===== config.mk =====
export PLATFORM = sky130hd
export DESIGN_NAME = cache_port_arbiter
export DESIGN_NICKNAME = d
export VERILOG_FILES = /design/src/rtl/cache_arb_pkg.sv /design/src/rtl/cache_arb_rr.sv /design/src/rtl/cache_port_arbiter.sv
export SDC_FILE = /design/constraint.sdc
export NUM_CORES = 1
export LEC_CHECK = 0
export ABC_AREA = 1
export BUFFER_PORTS_ARGS = -buffer_cell sky130_fd_sc_hd__buf_2
export CELL_PAD_IN_SITES_DETAIL_PLACEMENT = 2
export CELL_PAD_IN_SITES_GLOBAL_PLACEMENT = 2
export CORE_MARGIN = 2
export CORE_UTILIZATION = 26
export DETAILED_ROUTE_END_ITERATION = 10
export MAX_ROUTING_LAYER = met4
export PLACE_DENSITY = 0.86
export REMOVE_ABC_BUFFERS = 1
export SYNTH_ARGS = -nofsm -noshare
export SYNTH_HDL_FRONTEND = slang
export SYNTH_SLANG_ARGS = --single-unit

===== constraint.sdc =====
create_clock -name clk -period 4.9 [get_ports clk]
set_input_delay 0.98 -clock clk [delete_from_list [all_inputs] [get_ports clk]]
set_output_delay 0.98 -clock clk [all_outputs]
set_load 0.005 [all_outputs]

===== src/rtl/cache_arb_pkg.sv =====
// Shared types for the cache port arbiter: cache command codes, FSM states
// and a helper that tells whether a command returns read data.
package cache_arb_pkg;

    typedef enum logic [2:0] {
        CMD_NONE = 3'd0,
        CMD_RD8  = 3'd1,
        CMD_RD16 = 3'd2,
        CMD_RD32 = 3'd3,
        CMD_INV  = 3'd4,
        CMD_WR8  = 3'd5,
        CMD_WR16 = 3'd6,
        CMD_WR32 = 3'd7
    } cmd_e;

    typedef enum logic [1:0] {
        ST_IDLE  = 2'd0,
        ST_ISSUE = 2'd1,
        ST_WAIT  = 2'd2,
        ST_RESP  = 2'd3
    } state_e;

    localparam int DATA_W = 32;

    function automatic logic is_read(input logic [2:0] cmd);
        return (cmd == CMD_RD8) || (cmd == CMD_RD16) || (cmd == CMD_RD32);
    endfunction

endpackage


===== src/rtl/cache_arb_rr.sv =====
// Combinational two-way round-robin picker: on a tie the master that did
// not win last time is chosen.
module cache_arb_rr (
    input  logic [1:0] i_req,
    input  logic       i_rr_last,
    output logic       o_grant,
    output logic       o_valid
);

    assign o_valid = |i_req;
    assign o_grant = (&i_req) ? ~i_rr_last : i_req[1];

endmodule


===== src/rtl/cache_port_arbiter.sv =====
// Two-master arbiter/sequencer for the cache CPU port. Define
// CACHE_ARB_TIMEOUT_EN to add a WAIT watchdog that aborts with err = 1.
module cache_port_arbiter
    import cache_arb_pkg::*;
#(
    parameter int TIMEOUT_CYCLES = 255,
    parameter int ADDR_W         = 18
) (
    input  logic              clk,
    input  logic              reset,
    input  logic              m0_req,
    input  logic [2:0]        m0_cmd,
    input  logic [ADDR_W-1:0] m0_addr,
    input  logic [31:0]       m0_wdata,
    output logic [31:0]       m0_rdata,
    output logic              m0_done,
    output logic              m0_err,
    input  logic              m1_req,
    input  logic [2:0]        m1_cmd,
    input  logic [ADDR_W-1:0] m1_addr,
    input  logic [31:0]       m1_wdata,
    output logic [31:0]       m1_rdata,
    output logic              m1_done,
    output logic              m1_err,
    output logic [2:0]        c_cmd,
    output logic [ADDR_W-1:0] c_addr,
    output logic [31:0]       c_wdata,
    input  logic [31:0]       c_rdata,
    input  logic              c_ack,
    output logic              busy,
    output logic              grant_id
);

    state_e            r_state;
    logic              r_rr_last;
    logic [2:0]        r_cmd_lat;
    logic [1:0]        w_req_vec;
    logic              w_grant;
    logic              w_valid;
    logic [2:0]        w_sel_cmd;
    logic [ADDR_W-1:0] w_sel_addr;
    logic [31:0]       w_sel_wdata;
    logic [31:0]       w_resp_data;

    // A request with cmd = 0 is not a request at all.
    assign w_req_vec[0] = m0_req && (m0_cmd != CMD_NONE);
    assign w_req_vec[1] = m1_req && (m1_cmd != CMD_NONE);

    cache_arb_rr u_rr (
        .i_req     (w_req_vec),
        .i_rr_last (r_rr_last),
        .o_grant   (w_grant),
        .o_valid   (w_valid)
    );

    assign w_sel_cmd   = w_grant ? m1_cmd   : m0_cmd;
    assign w_sel_addr  = w_grant ? m1_addr  : m0_addr;
    assign w_sel_wdata = w_grant ? m1_wdata : m0_wdata;
    assign w_resp_data = is_read(r_cmd_lat) ? c_rdata : 32'd0;

`ifdef CACHE_ARB_TIMEOUT_EN
    localparam int CNT_W = (TIMEOUT_CYCLES > 1) ? $clog2(TIMEOUT_CYCLES) : 1;
    logic [CNT_W-1:0] r_wait_cnt;
`else
    logic [31:0] w_unused_cfg;
    assign w_unused_cfg = TIMEOUT_CYCLES;
    assign m0_err = 1'b0;
    assign m1_err = 1'b0;
`endif

    always_ff @(posedge clk or posedge reset) begin
        if (reset) begin
            r_state   <= ST_IDLE;
            r_rr_last <= 1'b1;
            r_cmd_lat <= CMD_NONE;
            c_cmd     <= CMD_NONE;
            c_addr    <= '0;
            c_wdata   <= '0;
            busy      <= 1'b0;
            grant_id  <= 1'b0;
            m0_done   <= 1'b0;
            m1_done   <= 1'b0;
            m0_rdata  <= '0;
            m1_rdata  <= '0;
`ifdef CACHE_ARB_TIMEOUT_EN
            r_wait_cnt <= '0;
            m0_err     <= 1'b0;
            m1_err     <= 1'b0;
`endif
        end else begin
            case (r_state)
                ST_IDLE: begin
                    if (w_valid) begin
                        c_cmd     <= w_sel_cmd;
                        c_addr    <= w_sel_addr;
                        c_wdata   <= w_sel_wdata;
                        r_cmd_lat <= w_sel_cmd;
                        grant_id  <= w_grant;
                        busy      <= 1'b1;
                        r_state   <= ST_ISSUE;
                    end
                end
                ST_ISSUE: begin
`ifdef CACHE_ARB_TIMEOUT_EN
                    r_wait_cnt <= '0;
`endif
                    r_state <= ST_WAIT;
                end
                ST_WAIT: begin
                    if (c_ack) begin
                        c_cmd   <= CMD_NONE;
                        r_state <= ST_RESP;
                        if (grant_id) begin
                            m1_done  <= 1'b1;
                            m1_rdata <= w_resp_data;
                        end else begin
                            m0_done  <= 1'b1;
                            m0_rdata <= w_resp_data;
                        end
                    end
`ifdef CACHE_ARB_TIMEOUT_EN
                    else if (r_wait_cnt == CNT_W'(TIMEOUT_CYCLES - 1)) begin
                        // Abort: the cache never answered, report err with no data.
                        c_cmd   <= CMD_NONE;
                        r_state <= ST_RESP;
                        if (grant_id) begin
                            m1_done <= 1'b1;
                            m1_err  <= 1'b1;
                        end else begin
                            m0_done <= 1'b1;
                            m0_err  <= 1'b1;
                        end
                    end else begin
                        r_wait_cnt <= r_wait_cnt + 1'b1;
                    end
`endif
                end
                ST_RESP: begin
                    m0_done   <= 1'b0;
                    m1_done   <= 1'b0;
                    m0_rdata  <= '0;
                    m1_rdata  <= '0;
`ifdef CACHE_ARB_TIMEOUT_EN
                    m0_err    <= 1'b0;
                    m1_err    <= 1'b0;
`endif
                    r_rr_last <= grant_id;
                    busy      <= 1'b0;
                    r_state   <= ST_IDLE;
                end
                default: r_state <= ST_IDLE;
            endcase
        end
    end

endmodule


==> results.md, run 1 <==
* Vias at 6082
* Final worst slack at 2400 ps
* Maximum VDD drop at 0.201 mV
* Critical path arrival at 2830 ps
* Most frequent CP cell: nand2_1
* Least-Margin Pin Slew at 988 ps
* Slowest CP cell: nand2_4
* CP bufs+invs at 2
* DRC at 0
* Layout area overhead at 33.9%
* Place WS at 1950 ps
* PortBufs at 263
* Routed wire length at 22600 um
* Slew headroom at 34.1%
* Most common cell in the synthesized netlist: nand2_1
* Design area at 8330 um^2
* Synth top area cells: dfrtp_1 (51%), nand2_1 (19%), inv_1 (7.1%)
* Critical R2R Launch: r_state[0]
* Crit. End Element: flip-flop
* Largest net degree at the start of global routing at 82
* Slew Viols, Final at 0
* Vias in the first global route at 6700
* Drt pass-1 iters at 4
* Hold Buf Count CTS at 0
* Worst-path clk slew at 60 ps
* Clock Latency Late Sink at 410 ps
* Critical Path Fanout Max at 54
* Initial Utilization at 26.5%
* Top cell type's share of synthesized area at 50.7%
* Post-synth top cells: nand2_1 (310), dfrtp_1 (126), inv_1 (118)
* Post-synth top area cell: dfrtp_1
* MaxCap Viol Count at 0
* Cell Pwr Density at 608 nW/um^2
* RD Place Congestion at 0.740
* All-Layer GR Usage at 18.9%
* CP Class: in2reg
* Die width at 159 um
* Final setup viols at 0
* Post-CTS Setup Bufs at 0
* Vias per Instance at 4.41
* Worst hold start: m1_rdata[17]
* Leakage power total at 0.00487 uW
* Fin Hold WS at 473 ps
* Max H-tree Level at 4
* Share of synthesized registers carrying an async set or reset at 100%
* Num rows at 56
* Synthesized flop and latch total at 127
* TritonCTS clock tree: built
* Start point of the critical path: m0_cmd[0]
* Worst Path Required at 5230 ps
* Register area share after synthesis at 51.1%
* CTS-repair resized insts at 0
* Nets@finish at 1190
* Fillers at 2802
* Antenna Nets Post-Route at 0
* Antenna violations before repair at 4
* Main flop type after synthesis: dfrtp_1
* Worst-path cell chain: buf_2, nor2_1, nand2_1, nand3_2, buf_4, nand2_4, nand2_1, nand3_1, nand2_1
* Startpoint type of the worst setup path: primary input
* Top delay family on crit path: simple AND/OR/NAND/NOR gates
* Root Driver: clkbuf_16
* Setup TNS at 0 ps
* Global route total overflow at 0
* Die Y at 159 um
* Final count of hold timing violations at 0
* Average wire per standard cell at 16.4 um
* Clock sink count at 127
* Run status: complete, no violations
* Area post-placement at 7730 um^2
* Detailed placer's ending HPWL at 16200 um
* IO Pins at 266
* Total number of yosys warnings at 0
* DR iter-0 viols at 171
* Post-synth EDFFs at 0
* Wire length of the first global-routing pass at 36700 um
* Post-Syn Area at 6220 um^2
* Final Power at 5070 uW
* Post-Synthesis Cells at 798
* RSZ-0062 raised after global routing: false
* Fmax achieved at 0.401 GHz
* Min-Delay Path Class: reg2reg
* Cts bufs inserted at 17
* Max Root-Sink Buffers at 2
* Min cycle time layout at 2500 ps
* Core region area at 23500 um^2
* Yosys cell types at 21
* Die area at 25200 um^2
* Syn_area_per_cell at 7.80 um^2
* Share of cells above drive strength 1 at 29.7%
* Final period utilization at 51.0%
* Clock skew at 12.6 ps
* Worst path max stage delay at 520 ps
-- worst paths after layout --
path	endpoint	slack [ps]	cells after the start
max	c_addr[12]	2400	9
min	m1_rdata[17]	470	2
max reg2reg	m1_rdata[3]	2750	9
min reg2reg	m1_rdata[17]	470	2
max in group asynchronous	c_wdata[20]	3260	3
min in group asynchronous	c_wdata[9]	710	2
-- worst min-delay path, stage by stage (launching register included) --
cell,delay [ps]
dfrtp_1,340
nand2_1,50
nand2_1,50
-- power by group --
part           switching, uW  internal [uW]  leakage, uW  total, uW
logic                   1250            709      0.00294       1960
clock network            487            822     0.000295       1310
registers                278           1520      0.00163       1800
-- stage by stage --
stage                     cells  util (%)
after global placement     1344      32.9
after CTS                  1375      35.5
after detailed placement   1344      32.9
after global routing       1379      35.5
after floorplan             754         -
final                      1379      35.5
-- cells by family (layout without fill, tap and decap cells) --
logic type | after synthesis | in the layout | synth area share, %
simple gates | 463 | 463 | 32.8
buf+inv | 166 | 423 | 12.0
flops | 127 | 127 | 51.1
compound gates | 38 | 38 | 3.42
fa+ha+maj | 3 | 3 | 0.603
other cells | 1 | 6 | 0.0603
-- state kept, by name, summed over array words and instances (netlist names) --
register / count
busy: 1
c_addr: 18
c_cmd: 3
c_wdata: 32
grant_id: 1
m0_done: 1
m0_rdata: 32
m1_done: 1
m1_rdata: 32
r_cmd_lat: 3
r_rr_last: 1
r_state: 2
-- per-layer routing --
| metal | GRT usage [%] | share of wire [%] |
|---|---|---|
| met1 | 22.1 | 43 |
| met2 | 31.2 | 48 |
| met3 | 6.77 | 7.9 |
| met4 | 4.17 | 0.76 |
| met5 | - | 0 |
-- cell type report --
| type | count | area, um^2 | area share [%] |
|---|---|---|---|
| antenna | 4 | 10.0 | 0.120 |
| clock buffer | 20 | 457 | 5.48 |
| clock inverter | 11 | 140 | 1.68 |
| inverter | 121 | 459 | 5.51 |
| multi-input combinational | 506 | 2310 | 27.7 |
| sequential | 127 | 3180 | 38.2 |
| tap | 319 | 399 | 4.79 |
| timing repair buffer | 271 | 1380 | 16.5 |
-- cells in the final DEF (no fill, tap or decap), drive strengths merged --
cell / n
a21boi: 1
buf: 271
bufinv: 3
clkbuf: 20
clkinv: 7
clkinvlp: 1
conb: 2
dfrtp: 126
dfstp: 1
diode: 4
ha: 3
inv: 121
nand2: 311
nand3: 74
nand3b: 50
nor2: 28
o21ai: 36
o31ai: 1
Power figures use the tool's default switching activity.
==> run 2: changes to the inputs <==
ABC_AREA = 0   (was 1)
CORE_UTILIZATION = 24   (was 26)
PLACE_DENSITY = 0.8   (was 0.86)
clock period = 2 ns   (was 4.9 ns; I/O delays follow)
==> results.md, run 2 <==
* Fillers at 2486 (-11%)
* Routed wire length at 18200 um (-19%)
* Most common cell after layout, fill and taps aside: buf_2
* Syn_area_per_cell at 11.0 um^2 (+41%)
* Average wire per standard cell at 17.1 um (+4.4%)
* Antenna Nets Post-Route at 0 (unchanged)
* Final Power at 12000 uW (+140%)
* Register area share after synthesis at 58.3% (+7.3 points)
* Switch share at 36.4% (-3.4 points)
* CTS-repair resized insts at 0 (unchanged)
* Root Driver: clkbuf_16
* Share of cells above drive strength 1 at 42.2% (+12 points)
* Switching Power at 4370 uW (+120%)
* Non-filler cells, final at 1064 (-23%)
* Post-Syn Area at 5450 um^2 (-12%)
* Post-synth EDFFs at 0 (unchanged)
* Clock Latency Late Sink at 410 ps (about the same)
* Max H-tree Level at 4 (unchanged)
* Total number of yosys warnings at 0 (unchanged)
* Drt pass-1 iters at 4 (unchanged)
* PortBufs at 263 (unchanged)
* Least-Margin Pin Slew at 548 ps (-440 ps)
* Final period utilization at 88.0%
* Share of synthesized registers carrying an async set or reset at 100% (unchanged)
* Most common cell in the synthesized netlist: dfrtp_1
* Maximum VDD drop at 0.456 mV (+130%)
* Final setup viols at 0 (unchanged)
* Min-Delay Path Class: in2reg
* Logic gate share of total power at 38.3% (-0.4 points)
* P_int at 7640 uW (+150%)
* Cell Pwr Density at 1550 nW/um^2 (+150%)
* Post-Synthesis Cells at 495 (-38%)
* Most frequent cells in the layout: buf_2 (263), dfrtp_1 (126), nand2_1 (115), mux2i_1 (55), o21ai_1 (49)
* Worst Path Required at 2340 ps (-2890 ps)
* Cell count after placement at 1031 (-23%)
* Num rows at 55 (-1.8%)
* Largest net degree at the start of global routing at 58 (-29%)
* Synth top area cells: dfrtp_1 (58%), mux2i_1 (10%), nand2_1 (7.9%)
* Min cycle time layout at 1760 ps
* Area post-placement at 7180 um^2 (-7.1%)
* Critical path arrival at 2100 ps (-730 ps)
* Die width at 155 um (-2.5%)
* Vias in the first global route at 5398 (-19%)
* Slew headroom at 63.4% (+29 points)
* Final count of hold timing violations at 0 (unchanged)
* Top flop regs: c_wdata: 32 flops, m0_rdata: 32 flops, m1_rdata: 32 flops
* Design area at 7770 um^2 (-6.7%)
* Layout area overhead at 42.6%
* Vias per Instance at 4.57 (+3.5%)
* Top cell type's share of synthesized area at 57.9% (+7.2 points)
* Fin Hold WS at 228 ps (-244 ps)
* Die area at 23900 um^2 (-5.0%)
* Synthesized flop and latch total at 127 (unchanged)
* Wire length of the first global-routing pass at 29200 um (-21%)
* MaxCap Viol Count at 0 (unchanged)
* Clock skew at 8.72 ps (-3.87 ps)
* All-Layer GR Usage at 16.1% (-2.7 points)
* Clock sink count at 127 (unchanged)
* IO Pins at 266 (unchanged)
* Antenna violations before repair at 1 (-3)
* Die Y at 155 um (-2.5%)
* Worst-path clk slew at 60 ps (about the same)
* Leakage power total at 0.00422 uW (-13%)
* Main flop type after synthesis: dfrtp_1
* RSZ-0062 raised after global routing: false
* Nets@finish at 912 (-23%)
* Yosys cell types at 35 (+67%)
* DR iter-0 viols at 132 (-23%)
* Post-synth top cells: dfrtp_1 (126), nand2_1 (115), mux2i_1 (55)
* Critical Path Fanout Max at 25 (-54%)
* Part of the power in registers at 36.1% (+0.6 points)
* Startpoint type of the worst setup path: flip-flop
* CP Class: reg2reg
* Initial Utilization at 24.3% (-2.2 points)
* Slew Viols, Final at 0 (unchanged)
* Post-synth top area cell: dfrtp_1
* Run status: complete, no violations
* Crit. End Element: flip-flop
* DRC at 0 (unchanged)
* Clk network pwr share at 25.6% (-0.2 points)
* RD Place Congestion at 0.752 (+1.6%)
* Cts bufs inserted at 17 (unchanged)
* Core region area at 22400 um^2 (-4.4%)
* Max Root-Sink Buffers at 2 (unchanged)
* Global route total overflow at 0 (unchanged)
* Detailed placer's ending HPWL at 14000 um (-13%)
* Vias at 4858 (-20%)
* Fmax achieved at 0.568 GHz
* TritonCTS clock tree: built
[run 2: cell types whose count changed in the layout (fill, tap and decap cells not counted), moves of 8 or more]
cell,change
buf_4,+9
nand3b_1,-50
inv_1,-107
buf_12,+8
a22o_1,+36
nand3_1,-71
o21ai_0,+14
nand2_1,-194
mux2i_1,+55
nor2_1,-26
o21ai_1,+36
[run 2: layer usage]
metal	global-route usage, %	routed length [um]
met5	-	0
met4	5.34	335
met3	5.18	1390
met2	27.0	9070
met1	18.4	7380
[run 2: kinds of logic after synthesis]
| kind of cell | count (synthesis) | share of synthesized area, % |
|---|---|---|
| mux | 56 | 10.3 |
| compound gates | 136 | 16.1 |
| buf+inv | 49 | 5.72 |
| fa+ha+maj | 3 | 0.689 |
| simple gates | 123 | 8.82 |
| other cells | 1 | 0.0688 |
| flops | 127 | 58.3 |
[run 2: worst paths after layout]
kind / startpoint / end / slack [ps] / cells past startpoint
max: r_state[0] / m0_rdata[20] / 240 / 5
min: c_rdata[17] / m0_rdata[17] / 230 / 2
max reg2reg: r_state[0] / m0_rdata[20] / 240 / 5
min reg2reg: m1_rdata[30] / m1_rdata[30] / 480 / 2
max in group asynchronous: reset / r_rr_last / 810 / 4
min in group asynchronous: reset / m0_rdata[9] / 540 / 3
[run 2: layout make-up]
class / count / area [um^2] / share of cell area [%]
Clock inverter: 13 / 141 / 1.82
Timing Repair Buffer: 289 / 1610 / 20.8
Inverter: 11 / 43.8 / 0.564
Tap cell: 285 / 357 / 4.59
Antenna cell: 1 / 2.50 / 0.0322
Sequential cell: 127 / 3180 / 40.9
Clock buffer: 18 / 439 / 5.65
Multi-Input combinational cell: 320 / 1990 / 25.7
[run 2: through the flow]
step	utilization, %	setup WS, ps	TNS [ps]
after detailed placement	32.0	172	0
after CTS	34.6	218	0
after global routing	34.6	117	0
final	34.6	241	0
after floorplan	-	-1780	-311630
after global placement	32.0	234	0
[run 2: timing repair]
item | 4_1_cts | 5_1_grt
hold buffers | 1 | 0
setup buffers | 0 | 0
hold endpoints to repair | 23 | 0
endpoints found under the setup margin | 0 | 0
[run 2: worst max-delay path, cell delays in order, from the launching register on]
cell and delay, ps:
dfrtp_1 400, ha_1 250, nor2b_1 190, nor2_2 440, buf_12 250, a22o_1 150
[run 2: power groups by stage]
stage | Clock (uW) | Combinational (uW) | Sequential, uW
finish | 3080 | 4590 | 4340
global route | 3300 | 5200 | 4510
CTS | 3190 | 4730 | 4380
detailed placement | 0 | 4730 | 4400
global placement | 0 | 4480 | 4330
floorplan | 0 | 2040 | 4430
